## src/rtl/demultiplexer_core.sv

```systemverilog
// 1-to-OUT_LEN single-bit demultiplexer: data_i is steered onto line select_i, all other lines 0.
// Optional registered output stage enabled by defining DEMULTIPLEXER_CORE_REG_OUT_EN.
module demultiplexer_core #(
    parameter int OUT_LEN = 128
) (
    input  logic                       clk_i,
    input  logic                       arst_ni,
    input  logic                       data_i,
    input  logic [$clog2(OUT_LEN)-1:0] select_i,
    output logic [OUT_LEN-1:0]         wire_o
);

    localparam int SEL_W = $clog2(OUT_LEN);

    logic [OUT_LEN-1:0] wire_d;

    // Each line matches exactly one index, so selects at or beyond OUT_LEN
    // (non-power-of-2 widths) match no line and the output stays all zero.
    for (genvar k = 0; k < OUT_LEN; k++) begin : g_line
        assign wire_d[k] = data_i & (select_i == SEL_W'(k));
    end

`ifdef DEMULTIPLEXER_CORE_REG_OUT_EN
    logic [OUT_LEN-1:0] wire_q;

    always_ff @(posedge clk_i or negedge arst_ni) begin
        if (!arst_ni) begin
            wire_q <= '0;
        end else begin
            wire_q <= wire_d;
        end
    end

    assign wire_o = wire_q;
`else
    // Clock and reset only serve the registered variant.
    logic unused_clk_rst;
    assign unused_clk_rst = ^{clk_i, arst_ni};

    assign wire_o = wire_d;
`endif

endmodule

```

## config.mk

```make
export PLATFORM = sky130hd
export DESIGN_NAME = demultiplexer_core
export DESIGN_NICKNAME = d
export VERILOG_FILES = /design/src/rtl/demultiplexer_core.sv
export SDC_FILE = /design/constraint.sdc
export NUM_CORES = 1
export LEC_CHECK = 0
export CAP_MARGIN = 10
export CELL_PAD_IN_SITES_DETAIL_PLACEMENT = 1
export CELL_PAD_IN_SITES_GLOBAL_PLACEMENT = 1
export CORE_UTILIZATION = 16
export DETAILED_ROUTE_END_ITERATION = 10
export PLACE_DENSITY = 0.93
export SETUP_SLACK_MARGIN = 0.15
export SLEW_MARGIN = 0
export SYNTH_ARGS = -nofsm -noshare
export SYNTH_HDL_FRONTEND = slang
export SYNTH_SLANG_ARGS = --single-unit
```

## constraint.sdc

```tcl
create_clock -name vclk -period 3.1
set_input_delay 0.775 -clock vclk [all_inputs]
set_output_delay 0.775 -clock vclk [all_outputs]
set_load 0.1 [all_outputs]
```

==> results of run 1 <==
metrics by stage:
step                utilization  setup WS (ps)  cells  area (µm²)
floorplan                     -           -293    198        1940
global placement          0.744           -175    426        4800
detailed placement        0.744           -235    426        4800
logic make-up after synthesis:
kind of cell | count (synthesis) | synth area share
and+or+nand+nor | 168 | 0.865
buffers and inverters | 30 | 0.135
==> metrics, run 1 <==
run status aborted with a tool error; Fail Step clock tree synthesis; tool error [ERROR DPL-0033] detailed placement checks failed during check placement.; Boundary Pins 138; Ys Warns 0; Die Y 84.7 µm; GPL Wtd Cong 0.717; largest area contributor in the synthesized netlist nor2_1; top cells by area, synth nor2_1, nand4bb_1, nor3_1, nor3_2, nand4b_1; I/O Buffers 136; Mapped Area 1090 µm²; sequential area share after synthesis 0; post-CTS sizing 46; std cell rows 29; most frequent cell after synthesis nor2_1; Final HPWL DP 8450 µm; Initial Util 0.169; syn_area_per_cell 5.52 µm²; CTS Hold Buffers Added 0; Horiz. Die Dim 84.7 µm; synthesized instance count 198; postcts setup bufs 4; synth cell count leaders nor2_1, nor3_1, clkbuf_1, buf_2, nand4bb_1; unique cell type count in the Yosys netlist 20; syn nets 208; post-synth top area share 0.302
==> run 2, diff against run 1 <==
- CELL_PAD_IN_SITES_DETAIL_PLACEMENT: 1 -> default
- CELL_PAD_IN_SITES_GLOBAL_PLACEMENT: 1 -> default
- CORE_UTILIZATION: 16 -> 20
- PLACE_DENSITY: 0.93 -> default
- PLACE_DENSITY_LB_ADDON: default -> 0.15
- SETUP_SLACK_MARGIN: 0.15 -> default
==> metrics, run 2 <==
mux cell area share after synthesis 0 (unchanged); WL/cell 25.7 µm; vias in the first global route 2589; most frequent cells in the layout buf_12, nor2_2, buf_4; Critical Path Sink wire_o[84]; most frequent cell after synthesis nor2_1; synth cell count leaders nor2_1, nor3_1, clkbuf_1, buf_2, nand4bb_1; Simple-Gate Fraction of Synth Area 0.865 (unchanged); Global Route met1 Usage 0.367; layout cells sized above 1 0.866; Adder-Cell Fraction of Synth Area 0 (unchanged); FFs & Latches 0; fin worst setup slack -61.9 ps; overflow left after global routing 0; # diodes 0; Area Growth Syn to Fin 350%; Boundary Pins 138 (unchanged); Setup Viol. Count Final 10; largest family of logic cells by synthesized area simple AND/OR/NAND/NOR gates; register area 0 µm²; period utilisation layout 1.02; Max-Cap Viols 0; met2 Use GR 0.691; run status finished with violations; largest area contributor in the synthesized netlist nor2_1; Total Nets Final 379; total iterations of the first detailed-routing run 4; sequential area share after synthesis 0 (unchanged); CP max-delay cell nand4bb_2; number of routed nets with antenna violations 0; Horiz. Die Dim 75.9 µm (-10%); Final min period 3160 ps; post-synthesis xor/xnor area fraction 0 (unchanged); die area 5770 µm²; Final Hold Vio Count 0; Max Fclk 316 MHz; CTS Hold Buffers Added 0 (unchanged); Worst EP arrival 2390 ps; Power per Cell Area 59.5 nW/µm²; filler cell count 103; max-slew violations 0; Core Util, Final 0.951; clock buffers 0; initial antenna violation count 0; Crit. path cell count 6; Final HPWL DP 6900 µm (-18%); Top delay family on crit path buffers and inverters; crit path launch select_i[3]; Setup Crit Path Kind primary input to output pin; routed wire length 11200 µm; CP max stage delay 400 ps; Ys Warns 0 (unchanged); drt first-iter violations 92; Startpoint Class primary input; unique cell type count in the Yosys netlist 20 (unchanged); hold_ws 2340 ps; Initial Util 0.211 (+0.0421); Leak 1.87 nW; Worst-Margin Slew 397 ps; vias per inst 5.47; Die Y 75.9 µm (-10%); critical path fanouts, max 12; top cells by area, synth nor2_1, nand4bb_1, nor3_1, nor3_2, nand4b_1; I/O Buffers 136 (unchanged); commonest non-fill, non-tap cell in the layout buf_12; Core Box Area 5170 µm²; Worst VDD drop 0.0369 mV; Hold WC Path Type primary input to output pin; CP Cell Sequence dlygate4sd2_1 -> buf_4 -> buf_4 -> nand4bb_2 -> nor2_2 -> buf_12; syn_area_per_cell 5.52 µm² (unchanged); RSZ-0062 raised after global routing yes; synthesized instance count 198 (unchanged); GPL Wtd Cong 0.725 (+1.1%); syn nets 208 (unchanged); Place WS -261 ps (-26.4 ps); first-pass GRT wire length 16100 µm; GR peak layer met2; Vias 2391; std cell rows 26 (-10%); WP data required 2320 ps; Residual DRC 0; CP Capture Type output pin; post-synthesis compound-gate area fraction 0 (unchanged); Mapped Area 1090 µm² (unchanged); failing checks setup timing; GR Util All Layers 0.357; most frequent cell on the critical path buf_4; Slew HR 0.734; Worst Path Buf+Inv 4; met3 Use GR 0.0880; post-synth top area share 0.302 (unchanged); largest net degree at the start of global routing 17
run 2: layer usage:
metal	vias up	share of wire
li1	1013	-
met1	1192	0.35
met2	143	0.53
met3	43	0.077
met4	0	0.041
met5	-	0
run 2: worst min-delay path by stage:
| stage | startpoint | cells after the start | slack, ps | to |
|---|---|---|---|---|
| floorplan | select_i[2] | 3 | 1920 | wire_o[17] |
| global placement | data_i | 5 | 2550 | wire_o[65] |
| detailed placement | select_i[6] | 5 | 2590 | wire_o[65] |
| CTS | select_i[4] | 5 | 2310 | wire_o[38] |
| global route | select_i[4] | 5 | 2360 | wire_o[37] |
| finish | select_i[4] | 5 | 2340 | wire_o[38] |
run 2: power by group:
group          switching (mW)  total [mW]  internal [mW]
logic                   0.188       0.293          0.104
registers                   0           0              0
clock network               0           0              0
total                   0.188       0.293          0.104
run 2: through the flow:
stage	TNS, ps	area, µm²	std cells	total power [mW]
after CTS	0	4860	435	0.272
after floorplan	-19580	1660	198	0.153
after global placement	-9190	4750	434	0.254
after global routing	-1040	4920	437	0.299
after detailed placement	-16020	4750	434	0.265
final	-321	4920	437	0.293
run 2: cell families (layout without fill, tap and decap cells):
family / Yosys count / count (layout)
buffers and inverters: 30 / 199
AND/OR/NAND/NOR: 168 / 168
run 2: final cells by class:
class / count / area (µm²) / area share
timing repair buffer: 199 / 3230 / 0.655
multi-input combinational: 168 / 1610 / 0.327
tap: 70 / 87.6 / 0.0178
run 2: what timing repair did:
action,4_1_cts,5_1_grt
setup buffers,1,2
pin swaps,4,3
gates resized for setup,37,14
setup endpoints to repair,109,113
No activity file was read; power rests on OpenSTA's default activity.
==> run 3, diff against run 2 <==
- CORE_UTILIZATION: 20 -> 27
- clock period: 3.1 -> 3 ns (I/O delays scaled with it)
==> metrics, run 3 <==
largest area contributor in the synthesized netlist nor2_1; Horiz. Die Dim 65.6 µm (-14%); std cell rows 22 (-15%); Mapped Area 1090 µm² (unchanged); tool error [ERROR DPL-0038] Utilization greater than 100%, impossible to legalize; Ys Warns 0 (unchanged); Simple-Gate Fraction of Synth Area 0.865 (unchanged); most frequent cell after synthesis nor2_1; Initial Util 0.290 (+0.0786); GPL Wtd Cong 0.771 (+6.3%); syn nets 208 (unchanged); top cells by area, synth nor2_1, nand4bb_1, nor3_1, nor3_2, nand4b_1; Die Y 65.6 µm (-14%); mux cell area share after synthesis 0 (unchanged); syn_area_per_cell 5.52 µm² (unchanged); Fail Step detailed placement; Adder-Cell Fraction of Synth Area 0 (unchanged); sequential area share after synthesis 0 (unchanged); unique cell type count in the Yosys netlist 20 (unchanged); run status aborted with a tool error; largest family of logic cells by synthesized area simple AND/OR/NAND/NOR gates; post-synthesis compound-gate area fraction 0 (unchanged); post-synth top area share 0.302 (unchanged); Boundary Pins 138 (unchanged); post-synthesis xor/xnor area fraction 0 (unchanged); I/O Buffers 136 (unchanged); synthesized instance count 198 (unchanged); synth cell count leaders nor2_1, nor3_1, clkbuf_1, buf_2, nand4bb_1
==> run 3: cell families after synthesis <==
group                  after synthesis
AND/OR/NAND/NOR                    168
buffers and inverters               30
==> run 3: per-stage QoR <==
| stage | TNS, ps | hold WS (ps) | area, µm² | std cells |
|---|---|---|---|---|
| global placement | -9310 | 2500 | 4790 | 406 |
| floorplan | -17810 | 1870 | 1850 | 198 |
